==> config.mk <==
export PLATFORM = sky130hd
export DESIGN_NAME = alu_share_arbiter
export DESIGN_NICKNAME = d
export VERILOG_FILES = /design/src/rtl/alu_share_arbiter.sv
export SDC_FILE = /design/constraint.sdc
export NUM_CORES = 1
export LEC_CHECK = 0
export CORE_AREA = 2 2 344 346
export DETAILED_ROUTE_END_ITERATION = 16
export DIE_AREA = 0 0 346 348
export HOLD_SLACK_MARGIN = 0.08
export SLEW_MARGIN = 20
export SYNTH_ARGS = -nofsm -noshare
export SYNTH_HDL_FRONTEND = slang
export SYNTH_SLANG_ARGS = --single-unit
export TNS_END_PERCENT = 20
==> constraint.sdc <==
create_clock -name clk -period 5.4 [get_ports clk]
set_input_delay 1.08 -clock clk [delete_from_list [all_inputs] [get_ports clk]]
set_output_delay 1.08 -clock clk [all_outputs]
set_load 0.01 [all_outputs]
==> src/rtl/alu_share_arbiter.sv <==
// alu_share_arbiter
//   Shares one combinational ALU among NREQ issue lanes. Lanes are picked
//   round-robin. The winner is latched into an issue register (S1), which
//   drives the ALU select lines and operands. The ALU result is then latched
//   into a response register (S2), which also carries the winning lane ID and
//   the request tag.
//
// Ports
//   clk, reset            : clock and synchronous active-high reset
//   io_req_valid/ready    : per-lane request handshake (ready is one-hot or zero)
//   io_req_op/a/b/tag     : per-lane opcode (5b), operands (W), tag (TAGW)
//   io_flush              : drops everything in flight, blocks accept this cycle
//   io_alu_sel            : one-hot ALU select (all-zero for op >= 21, i.e. XOR)
//   io_alu1/io_alu2       : ALU operands
//   io_alu_out            : combinational ALU result
//   io_resp_valid/ready   : response handshake
//   io_resp_data/id/tag   : result, winning lane index, echoed tag
//   io_op_count           : completed-response counter (wraps)
module alu_share_arbiter #(
   parameter int NREQ = 4,
   parameter int W    = 64,
   parameter int TAGW = 4
) (
   input  logic                 clk,
   input  logic                 reset,
   input  logic [NREQ-1:0]      io_req_valid,
   output logic [NREQ-1:0]      io_req_ready,
   input  logic [NREQ*5-1:0]    io_req_op,
   input  logic [NREQ*W-1:0]    io_req_a,
   input  logic [NREQ*W-1:0]    io_req_b,
   input  logic [NREQ*TAGW-1:0] io_req_tag,
   input  logic                 io_flush,
   output logic [20:0]          io_alu_sel,
   output logic [W-1:0]         io_alu1,
   output logic [W-1:0]         io_alu2,
   input  logic [W-1:0]         io_alu_out,
   output logic                 io_resp_valid,
   input  logic                 io_resp_ready,
   output logic [W-1:0]         io_resp_data,
   output logic [2:0]           io_resp_id,
   output logic [TAGW-1:0]      io_resp_tag,
   output logic [31:0]          io_op_count
);

   // (base + k) mod NREQ, for base < NREQ and k < NREQ
   function automatic logic [2:0] wrap_add(input logic [2:0] base, input int k);
      int s;
      s = int'(base) + k;
      if (s >= NREQ) begin
         s = s - NREQ;
      end else begin
         s = s;
      end
      return 3'(s);
   endfunction

   // Opcodes 21..31 give an all-zero select, and the ALU then defaults to XOR
   function automatic logic [20:0] decode_op(input logic [4:0] op);
      logic [20:0] sel;
      if (op < 5'd21) begin
         sel = 21'd1 << op;
      end else begin
         sel = 21'd0;
      end
      return sel;
   endfunction

   logic [2:0]      rr_ptr_r;
   logic            s1_valid_r;
   logic [20:0]     alu_sel_r;
   logic [W-1:0]    alu1_r;
   logic [W-1:0]    alu2_r;
   logic [2:0]      s1_id_r;
   logic [TAGW-1:0] s1_tag_r;
   logic            s2_valid_r;
   logic [W-1:0]    s2_data_r;
   logic [2:0]      s2_id_r;
   logic [TAGW-1:0] s2_tag_r;
   logic [31:0]     op_count_r;

   logic [7:0]      valid_ext_s;
   logic [7:0]      grant_s;
   logic [2:0]      cand_s;
   logic [2:0]      winner_s;
   logic            found_s;
   logic            s2_free_s;
   logic            s1_free_s;
   logic            s1_adv_s;
   logic            accept_s;
   logic            resp_fire_s;

   assign valid_ext_s = 8'(io_req_valid);
   assign s2_free_s   = !s2_valid_r || io_resp_ready;
   assign s1_free_s   = !s1_valid_r || s2_free_s;
   assign s1_adv_s    = s1_valid_r && s2_free_s;
   assign resp_fire_s = s2_valid_r && io_resp_ready;

   // Round-robin search: first valid lane at or after rr_ptr, wrapping
   always_comb begin
      found_s  = 1'b0;
      winner_s = 3'd0;
      cand_s   = 3'd0;
      for (int k = 0; k < NREQ; k++) begin
         cand_s = wrap_add(rr_ptr_r, k);
         if (!found_s && valid_ext_s[cand_s]) begin
            found_s  = 1'b1;
            winner_s = cand_s;
         end else begin
            found_s  = found_s;
         end
      end
   end

   // Grant only when S1 can take a new entry; flush and reset block accept
   always_comb begin
      accept_s = found_s && s1_free_s && !io_flush && !reset;
      if (accept_s) begin
         grant_s = 8'd1 << winner_s;
      end else begin
         grant_s = 8'd0;
      end
   end

   assign io_req_ready = grant_s[NREQ-1:0];

   // Round-robin pointer moves past the winner on every accept
   always_ff @(posedge clk) begin
      if (reset) begin
         rr_ptr_r <= 3'd0;
      end else if (accept_s) begin
         rr_ptr_r <= wrap_add(winner_s, 1);
      end else begin
         rr_ptr_r <= rr_ptr_r;
      end
   end

   // S1 issue register; operands keep their last value when S1 empties
   always_ff @(posedge clk) begin
      if (reset) begin
         s1_valid_r <= 1'b0;
         alu_sel_r  <= 21'd0;
         alu1_r     <= '0;
         alu2_r     <= '0;
         s1_id_r    <= 3'd0;
         s1_tag_r   <= '0;
      end else if (io_flush) begin
         s1_valid_r <= 1'b0;
         alu_sel_r  <= 21'd0;
      end else if (accept_s) begin
         s1_valid_r <= 1'b1;
         alu_sel_r  <= decode_op(io_req_op[int'(winner_s)*5 +: 5]);
         alu1_r     <= io_req_a[int'(winner_s)*W +: W];
         alu2_r     <= io_req_b[int'(winner_s)*W +: W];
         s1_id_r    <= winner_s;
         s1_tag_r   <= io_req_tag[int'(winner_s)*TAGW +: TAGW];
      end else if (s1_adv_s) begin
         s1_valid_r <= 1'b0;
         alu_sel_r  <= 21'd0;
      end else begin
         s1_valid_r <= s1_valid_r;
      end
   end

   // S2 response register; captures the ALU result as S1 advances
   always_ff @(posedge clk) begin
      if (reset) begin
         s2_valid_r <= 1'b0;
         s2_data_r  <= '0;
         s2_id_r    <= 3'd0;
         s2_tag_r   <= '0;
      end else if (io_flush) begin
         s2_valid_r <= 1'b0;
      end else if (s1_adv_s) begin
         s2_valid_r <= 1'b1;
         s2_data_r  <= io_alu_out;
         s2_id_r    <= s1_id_r;
         s2_tag_r   <= s1_tag_r;
      end else if (io_resp_ready) begin
         s2_valid_r <= 1'b0;
      end else begin
         s2_valid_r <= s2_valid_r;
      end
   end

   // Completed-response counter; a handshake in a flush cycle still counts
   always_ff @(posedge clk) begin
      if (reset) begin
         op_count_r <= 32'd0;
      end else if (resp_fire_s) begin
         op_count_r <= op_count_r + 32'd1;
      end else begin
         op_count_r <= op_count_r;
      end
   end

   assign io_alu_sel    = alu_sel_r;
   assign io_alu1       = alu1_r;
   assign io_alu2       = alu2_r;
   assign io_resp_valid = s2_valid_r;
   assign io_resp_data  = s2_data_r;
   assign io_resp_id    = s2_id_r;
   assign io_resp_tag   = s2_tag_r;
   assign io_op_count   = op_count_r;

endmodule

# Yosys cells after proc, flatten, opt, wreduce, memory -nomap -nowiden
# Cells that the tools add are included.
[totals]
regBits = 264
in_bits = 620
output_inout_bits = 257
elab_cells = 91
[op_classes]
add_sub_neg = 10
mul = 1
n_lt_le_gt_ge = 10
shifts = 6
muxes = 29
bitwise = 1
reduce_logical = 22
[ops]
columns = ["op", "count"]
rows = [
  ["$shiftx 256x10->64", 2],
  ["$mux 21", 3],
  ["$add 32x1->32 const B", 1],
  ["$mux 3", 9],
  ["$shl 1x5->21 const A", 1],
  ["$shiftx 20x7->5", 1],
  ["$ge 4x3->1 const B", 4],
  ["$lt 3x4->1 const B", 4],
  ["$shiftx 16x6->4", 1],
  ["$sub 3x3->3 const B", 5],
  ["$bmux 1 s3", 4],
  ["$mux 1", 12],
  ["$add 3x1->4 const B", 2],
  ["$add 3x2->4 const B", 2],
  ["$logic_and 1x1->1", 8],
  ["$logic_not 1->1", 7],
  ["$mul 3x3->6 const B", 1],
  ["$lt 5x5->1 const B", 1],
  ["$mux 4", 1],
  ["$reduce_and 2->1", 2],
  ["$reduce_bool 2->1", 2],
  ["$shl 1x3->4 const A", 1],
  ["$ge 3x3->1 const B", 1],
  ["$logic_or 1x1->1", 2],
  ["other kinds (2)", 2],
]

# Logic depth before layout (Yosys ltp)
# Gate-level depths: netlist of the first run.
[logic_depth]
depth_word = 19
depth_mapped = 13
mapped_depth_nobuf = 9

# Least setup slack after synthesis of the first run
# Ideal clock, no wire load.
[synth_path]
kind = "in2out"
startpoint = "input io_req_valid[2]"
endpoint = "output io_req_ready[3]"
arrival_ps = 3282
t_required_ps = 4320
slack_ps = 1038
stages = 9
n_path_buf = 2
path_cell_list = "mux4_2 a221oi_1 a221oi_1 mux2_2 buf_2 buf_2 ha_1 ha_1 and2_1"
[synth_via]
word_cells_on_any_way = 27
[synth_lines]
columns = ["item", "line", "rtl"]
rows = [
  ["start: declaration", "26", "input logic [NREQ-1:0] io_req_valid,"],
  ["$bmux 1 s3", "105", "if (!found_s && valid_ext_s[cand_s]) begin"],
  ["$mux 1 (implied by the code)", "105", ""],
  ["$mux 1", "105", ""],
  ["$logic_not 1->1", "105", ""],
  ["$logic_and 1x1->1", "105", ""],
  ["$mux 1", "105", ""],
  ["$logic_not 1->1", "105", ""],
  ["$logic_and 1x1->1", "105", ""],
  ["$mux 1", "105", ""],
  ["$logic_not 1->1", "105", ""],
  ["$logic_and 1x1->1", "105", ""],
  ["$mux 3 (*)", "105", ""],
  ["via winner_s[0]", "84", "logic [2:0] winner_s;"],
  ["$shl 1x3->4 (*)", "118", "grant_s = 8'd1 << winner_s;"],
  ["$mux 4 (*)", "117", "if (accept_s) begin"],
  ["end: declaration", "27", "output logic [NREQ-1:0] io_req_ready,"],
]
# The timed path passes the listed nets; every way through them passes the cells marked *. The select of a mux whose other input is x is not followed.

# Final worst setup path of the first run
[layout_path]
startpoint = "input io_req_valid[2]"
endpoint = "output io_req_ready[3]"
[layout_via]
elab_chain_cells = 16
word_cells_on_any_way = 27
[layout_lines]
columns = ["item", "line", "rtl"]
rows = [
  ["$bmux 1 s3", "105", ""],
  ["$mux 1 (implied by the code)", "105", ""],
  ["$mux 1", "105", ""],
  ["$logic_not 1->1", "105", ""],
  ["$logic_and 1x1->1", "105", ""],
  ["$mux 1", "105", ""],
  ["$logic_not 1->1", "105", ""],
  ["$logic_and 1x1->1", "105", ""],
  ["$mux 1", "105", ""],
  ["$logic_not 1->1", "105", ""],
  ["$logic_and 1x1->1", "105", ""],
  ["$mux 1", "105", ""],
  ["$logic_and 1x1->1 (3 in a row)", "116", "accept_s = found_s && s1_free_s && !io_flush && !reset;"],
  ["$mux 4 (*)", "117", ""],
]
# Mark *: on every way between the ends. The rest lies on a longest branch, timed or not. The select of a mux whose other input is x is not followed.

==> summary.md, run 1 <==
| Metric | Value |
|---|---|
| GP Congestion | 0.896 |
| Fraction of layout cells with a size suffix above 1 | 10.9% |
| Root buf cell | clkbuf_16 |
| Routed vias/inst | 3.81 |
| Number of cell rows | 126 |
| Fin crit share | 94.7% |
| Ports | 877 |
| Crit path DAT | 4.04 ns |
| EDFF count, synth | 0 |
| Most frequent cells in the layout | clkdlybuf4s50_1, nand2_1, dfxtp_1 |
| Max-slew violations | 0 |
| CP Capture Type | output pin |
| Syn Inst Count | 1,389 |
| GRT Overall Usage | 15.1% |
| Synth Cell Area | 13,200 µm² |
| Via count | 14,500 |
| Ys async rst share | 0% |
| Setup TNS | 0 ns |
| RSZ-0062 raised after global routing | no |
| Initial Util | 11.2% |
| Finished Layout Cells | 3,793 |
| Clk sinks | 264 |
| P per Cell Area | 281 nW/µm² |
| Largest net degree at the start of global routing | 77 |
| Clock insertion delay at the later pin of the skew report | 0.59 ns |
| Core area | 117,000 µm² |
| Max cap viols | 0 |
| Max-slew headroom | 36.7% |
| Post-Place Cells | 3,714 |
| Post-cts resize count | 1 |
| Die Ht | 348 µm |
| Achievable frequency | 0.195 GHz |
| Hold-fix buffers, CTS | 0 |
| Die W | 346 µm |
| Critical Path RT | 4.32 ns |
| Crit path max fanout | 10 |
| Max VDD drop | 156 µV |
| Tmin final | 5.12 ns |
| Pin slew with the least headroom to its limit | 0.949 ns |
| LEAKAGE | 8.21 nW |
| Status | finished clean |
| WL per Instance | 24.9 µm |
| Dpl hpwl | 78.3 mm |
| Total grt overflow | 0 |
| Routed wire length | 94.4 mm |
| P&R area growth vs syn | 90.0% |
| Final setup vio count | 0 |
| Synth warn | 0 |
| NumNets Final | 2,846 |
| Yosys reg bits | 264 |
| Startpoint types | input pin |
| TritonCTS Buffers | 38 |
| Hold crit path type | flop to flop |
| Max Clock Skew | 0.0165 ns |
| TritonCTS clock tree | yes |
| TritonRoute pass-1 iters | 5 |
| # DRC | 0 |
| Worst hold path depth | 2 |
| Postcts setup bufs | 0 |
| Fillers | 12,800 |
| Most used DFF post-synth | dfxtp_1 |
| Most common cell after layout, fill and taps aside | clkdlybuf4s50_1 |
| CP Class | input pin to output pin |
| Netlist cell types | 49 |
| Syn nets | 2,017 |
| Antenna violations before repair | 68 |
| Initial DRC count | 768 |
| PortBufs | 876 |
| Die area | 120,000 µm² |
| Fin. Hold Viols | 0 |
| Worst reg2reg path depth | 11 |
| Clk buf depth | 3 |
| First-pass GRT wire length | 125 mm |
| H-Tree Depth | 2 |
| Sequential share of the synthesized area | 40.2% |
| HP Start | s1_id_r[2]$_SDFFE_PP0P_ |
| Critical Path Start | io_req_valid[2] |
| Worst-path clk slew | 0.06 ns |
| Critical R2R Launch | rr_ptr_r[0]$_SDFFE_PP0P_ |
| Mean Syn Cell Area | 9.47 µm² |
| DRT antenna net count | 0 |
| Vias in the first global route | 14,400 |
-- report_power, final --
part	internal [mW]	switching, mW	total (mW)
registers	2.06	0.0737	2.14
logic	1.21	0.937	2.15
clock network	1.69	1.06	2.75
total	4.96	2.08	7.04
-- worst max-delay path, stage by stage --
cell and delay (ns):
clkdlybuf4s50_1 0.49, mux4_2 0.54, a221oi_1 0.37, a221oi_1 0.17
mux2_8 0.39, ha_1 0.21, ha_1 0.17, and2_1 0.13
clkdlybuf4s50_1 0.47
-- path summary, 6_finish.rpt --
path | to | slack [ns]
min | io_resp_id[2]$_SDFFE_PP0P_ | 0.45
max | io_req_ready[3] | 0.28
max reg2reg | io_alu1[43]$_SDFFE_PP0P_ | 0.95
min reg2reg | io_resp_id[2]$_SDFFE_PP0P_ | 0.45
-- routing by layer --
layer / wire (µm) / vias up / global-route usage (%) / share of wire (%)
met1: 36700 / 6959 / 17.3 / 39
met4: 2620 / 38 / 3.98 / 2.8
met3: 9670 / 159 / 6.50 / 10
met5: 254 / - / 0 / 0.27
li1: - / 6585 / - / -
met2: 45100 / 724 / 25.6 / 48
-- cell type report --
type	instances	area, µm²	share of cell area, %
timing repair buffer	903	9020	36.1
multi-input combinational	997	7350	29.4
sequential	264	5290	21.1
tap	1536	1920	7.69
clock buffer	55	1160	4.63
clock inverter	14	191	0.766
inverter	14	52.6	0.210
antenna	10	25.0	0.100
-- cell families (layout without fill, tap and decap cells) --
logic type | count (synthesis) | after routing | share of synthesized area (%)
AND/OR/NAND/NOR | 546 | 546 | 17.2
AO/OA/AOI/OAI | 269 | 269 | 11.5
flip-flops | 264 | 264 | 40.2
multiplexers | 151 | 151 | 24.6
buffers and inverters | 128 | 986 | 4.34
XOR/XNOR | 22 | 22 | 1.46
adder cells (fa/ha/maj) | 8 | 8 | 0.761
other | 1 | 11 | 0.0285
-- through the flow --
| step | power [mW] | cell area (µm²) | worst slack (ns) | hold WS (ns) | util (%) |
|---|---|---|---|---|---|
| 3_5_place_dp | 4.36 | 23600 | 0.309 | 0.444 | 20.2 |
| 3_3_place_gp | 4.35 | 23600 | 0.347 | 0.433 | 20.2 |
| 6_report | 7.04 | 25000 | 0.284 | 0.451 | 21.4 |
| 2_1_floorplan | 3.30 | 13200 | 1.04 | 0.427 | - |
| 4_1_cts | 7.21 | 25000 | 0.173 | 0.452 | 21.4 |
| 5_1_grt | 7.39 | 25000 | 0.0617 | 0.466 | 21.4 |
-- synth_stat cells (all sizes together), types with 4 or more instances --
| library cell | n | area (µm²) |
|---|---|---|
| nor3 | 7 | 35.0 |
| nor3b | 5 | 37.5 |
| buf | 40 | 240 |
| dfxtp | 264 | 5290 |
| and3 | 5 | 31.3 |
| a21oi | 218 | 1090 |
| inv | 14 | 52.6 |
| xnor2 | 11 | 96.3 |
| xor2 | 11 | 96.3 |
| nor2 | 41 | 154 |
| o21ai | 20 | 100 |
| mux4 | 136 | 3060 |
| a22o | 12 | 105 |
| ha | 8 | 100 |
| mux2i | 11 | 123 |
| or3 | 10 | 62.6 |
| nand2 | 427 | 1600 |
| nand3 | 14 | 70.1 |
| and2 | 9 | 56.3 |
| and4 | 4 | 35.0 |
| mux2 | 4 | 45.0 |
| clkbuf | 74 | 278 |
| nand4 | 9 | 56.3 |
-- registers in the layout (all words and copies together) (netlist names) --
name / count
io_resp_id: 3
io_alu2: 64
io_resp_data: 64
s1_valid_r: 1
io_alu1: 64
s1_id_r: 3
io_resp_valid: 1
rr_ptr_r: 3
io_resp_tag: 4
io_op_count: 32
io_alu_sel: 21
s1_tag_r: 4
Note: power is estimated with default switching activity, not from simulation.
==> run 2: changes to the inputs <==
--- a/config.mk
+++ b/config.mk
@@ -9,6 +9,7 @@
 export DETAILED_ROUTE_END_ITERATION = 16
 export DIE_AREA = 0 0 346 348
 export HOLD_SLACK_MARGIN = 0.08
+export SETUP_SLACK_MARGIN = 0.4
 export SLEW_MARGIN = 20
 export SYNTH_ARGS = -nofsm -noshare
 export SYNTH_HDL_FRONTEND = slang
==> run 2 against run 1 <==
Sequential cell count stayed put. Utilization up 0.052 points. Hold slack got worse by 0.00092 ns. Maximum frequency up 4.0%. First-iteration DRC count is 5.1% lower. Global-route usage is essentially flat. Wire length increased by 0.12%. Power increased by 0.25%. Combinational power about the same. Sequential power is essentially flat. Critical path depth down 1. Via count is 0.36% higher. Highest routed layer unchanged.
==> summary.md, run 2 (same netlist as run 1, synthesis figures left out) <==
| Metric | Value |
|---|---|
| Critical R2R Launch | rr_ptr_r[0]$_SDFFE_PP0P_ (unchanged) |
| RR Endpoint | io_alu1[43]$_SDFFE_PP0P_ (unchanged) |
| Cell Int Power | 4.97 mW (was 4.96 mW) |
| Crit path top cell by count | clkdlybuf4s50_1 |
| Die W | 346 µm (unchanged) |
| Dpl hpwl | 78.3 mm (unchanged) |
| Worst reg2reg path depth | 11 (unchanged) |
| Hold-fix buffers, CTS | 0 (unchanged) |
| Fin. Hold Viols | 0 (unchanged) |
| Max-slew headroom | 36.9% (was 36.7%) |
| P per Cell Area | 281 nW/µm² (about the same) |
| CP Class | input pin to output pin (unchanged) |
| Fin crit share | 91.1% (was 94.7%) |
| TritonCTS clock tree | yes (unchanged) |
| CP max stage delay | 0.54 ns (about the same) |
| Routed wire length | 94.5 mm (was 94.4 mm) |
| Vias in the first global route | 14,500 (was 14,400) |
| Initial DRC count | 729 (was 768) |
| Clock group share of total power | 39.0% (was 39.1%) |
| Cell Chain, Critical Path | clkdlybuf4s50_1 > mux4_2 > a221o_1 > o32ai_4 > inv_1 > ha_1 > and2_1 > clkdlybuf4s50_1 (was clkdlybuf4s50_1 > mux4_2 > a221oi_1 > a221oi_1 > mux2_8 > ha_1 > ha_1 > and2_1 > clkdlybuf4s50_1) |
| Hold Path End | io_resp_id[2]$_SDFFE_PP0P_ (unchanged) |
| RSZ-0062 raised after global routing | no (unchanged) |
| Clk sinks | 264 (unchanged) |
| Max cap viols | 0 (unchanged) |
| Register area | 5290 µm² (about the same) |
| Fraction of layout cells with a size suffix above 1 | 11.2% (was 10.9%) |
| Pin slew with the least headroom to its limit | 0.946 ns (was 0.949 ns) |
| Startpoint types | input pin (unchanged) |
| Top delay family on crit path | buffers and inverters (unchanged) |
| Max-slew violations | 0 (unchanged) |
| TritonRoute pass-1 iters | 5 (unchanged) |
| Net switching power figure | 2.09 mW (was 2.08 mW) |
| TritonCTS Buffers | 38 (unchanged) |
| Status | finished clean (unchanged) |
| Routed vias/inst | 3.82 (was 3.81) |
| # DRC | 0 (unchanged) |
| NumNets Final | 2,849 (was 2,846) |
| Fin Hold WS | 0.450 ns (was 0.451 ns) |
| Initial Util | 11.2% (unchanged) |
| Tmin final | 4.92 ns (was 5.12 ns) |
| Number of cell rows | 126 (unchanged) |
| Sw Share | 29.6% (was 29.5%) |
| Achievable frequency | 0.203 GHz (was 0.195 GHz) |
| Sequential share of power | 30.3% (was 30.4%) |
| Tot Pwr | 7.05 mW (was 7.04 mW) |
| Clk buf depth | 3 (unchanged) |
| Most frequent cells in the layout | clkdlybuf4s50_1, nand2_1, dfxtp_1 (unchanged) |
| Worst-path clk slew | 0.05 ns (was 0.06 ns) |
| Total grt overflow | 0 (unchanged) |
| Die area | 120,000 µm² (unchanged) |
| Crit path DAT | 3.84 ns (was 4.04 ns) |
| Final setup vio count | 0 (unchanged) |
| Buffers and inverters on the worst path | 3 (was 2) |
| Ports | 877 (unchanged) |
| GRT Overall Usage | 15.1% (about the same) |
| DRT antenna net count | 0 (unchanged) |
| Clock insertion delay at the later pin of the skew report | 0.59 ns (about the same) |
| Crit path max fanout | 5 (was 10) |
| HP Start | s1_id_r[2]$_SDFFE_PP0P_ (unchanged) |
| Most common cell after layout, fill and taps aside | clkdlybuf4s50_1 (unchanged) |
| Max VDD drop | 156 µV (about the same) |
| Worst path slowest cell | mux4_2 (unchanged) |
| LEAKAGE | 8.28 nW (was 8.21 nW) |
| Power share of the combinational group | 30.7% (was 30.5%) |
| Largest net degree at the start of global routing | 77 (unchanged) |
| Via count | 14,500 (about the same) |
| Setup TNS | 0 ns (unchanged) |
| Root buf cell | clkbuf_16 (unchanged) |
| Antenna violations before repair | 68 (unchanged) |
| Max Clock Skew | 0.0208 ns (was 0.0165 ns) |
| Multi-input logic area | 7370 µm² (was 7350 µm²) |
| Dpl ws | 0.309 ns (unchanged) |
| Fillers | 12,800 (about the same) |
| Core area | 117,000 µm² (unchanged) |
| Die Ht | 348 µm (unchanged) |
| Final setup margin | 0.480 ns (was 0.284 ns) |
| P&R area growth vs syn | 90.5% (was 90.0%) |
| Worst hold path depth | 2 (unchanged) |
| PortBufs | 876 (unchanged) |
| R2R setup slack | 1.19 ns (was 0.95 ns) |
| First-pass GRT wire length | 125 mm (about the same) |
| GP Congestion | 0.896 (unchanged) |
| Critical Path RT | 4.32 ns (about the same) |
| Hold crit path type | flop to flop (unchanged) |
| WL per Instance | 24.9 µm (about the same) |
| CP Capture Type | output pin (unchanged) |
| H-Tree Depth | 2 (unchanged) |
## run 2: cell count changes in the layout (fill, tap and decap cells not counted)
cell / previous run / this run
dfxtp_4: 0 / 1
o31ai_2: 0 / 1
a221oi_2: 0 / 1
buf_4: 24 / 27
a221oi_4: 0 / 1
dlymetal6s2s_1: 0 / 3
a221oi_1: 3 / 1
o31ai_1: 1 / 0
dfxtp_2: 1 / 0
clkdlybuf4s50_1: 874 / 871
## run 2: stage by stage
step | util [%] | instances | area, µm²
finish | 21.4 | 3796 | 25100
global route | 21.4 | 3790 | 25100
CTS | 21.4 | 3786 | 25000
detailed placement | 20.2 | 3714 | 23600
global placement | 20.2 | 3714 | 23600
floorplan | - | 1389 | 13200
## run 2: power by group through the flow
stage | clock [mW] | sequential [mW] | combinational [mW]
after floorplan | 0 | 2.21 | 1.09
after global placement | 0 | 2.18 | 2.17
after detailed placement | 0 | 2.18 | 2.18
after CTS | 2.88 | 2.14 | 2.20
after global routing | 2.93 | 2.15 | 2.33
final | 2.75 | 2.14 | 2.16
## run 2: worst max-delay path by stage
stage,startpoint,end,cells after the start
final,io_req_valid[1],io_req_ready[1],8
after global routing,io_req_valid[1],io_req_ready[1],9
after CTS,io_req_valid[2],io_req_ready[3],9
after detailed placement,io_req_valid[2],io_req_ready[3],9
after global placement,io_req_valid[2],io_req_ready[3],9
after floorplan,io_req_valid[2],io_req_ready[3],9
## run 2: area by class of cell
type	count	share of cell area, %
inverter	14	0.210
tap	1536	7.67
sequential	264	21.1
multi-input combinational	997	29.4
clock inverter	14	0.764
antenna	10	0.0998
clock buffer	55	4.62
timing repair buffer	906	36.1
## run 2: worst reg2reg max path: stages, from the launching register on
cell and delay [ns]:
dfxtp_4 0.43, inv_1 0.12, ha_2 0.37, mux4_2 0.38
o31ai_2 0.14, a221oi_2 0.34, mux2_8 0.23, buf_4 0.56
buf_4 0.80, mux4_2 0.52, nand2_1 0.08, a21oi_1 0.08
## run 2: metal layers
layer	vias up	share of wire, %	GRT usage, %	wire length (µm)
met5	-	0.28	0	268
met4	40	2.8	3.98	2640
met3	167	11	6.63	9930
met2	739	48	25.7	45100
met1	6979	39	17.2	36500
li1	6592	-	-	-
## run 2: repair_timing
item                                   4_1_cts  5_1_grt
setup buffers                                3        0
gates cloned                                 0        0
endpoints found under the hold margin        0        0
pin swaps                                    1        1
setup endpoints to repair                    3        3
resized for setup                            5        5
==> run 3: changes to the inputs <==
--- a/config.mk
+++ b/config.mk
@@ -5,6 +5,7 @@
 export SDC_FILE = /design/constraint.sdc
 export NUM_CORES = 1
 export LEC_CHECK = 0
+export ABC_CLOCK_PERIOD_IN_PS = 5400
 export CORE_AREA = 2 2 344 346
 export DETAILED_ROUTE_END_ITERATION = 16
 export DIE_AREA = 0 0 346 348
==> results of run 3 <==
Same layout as run 2: the final DEF is identical, and so are final timing and power.
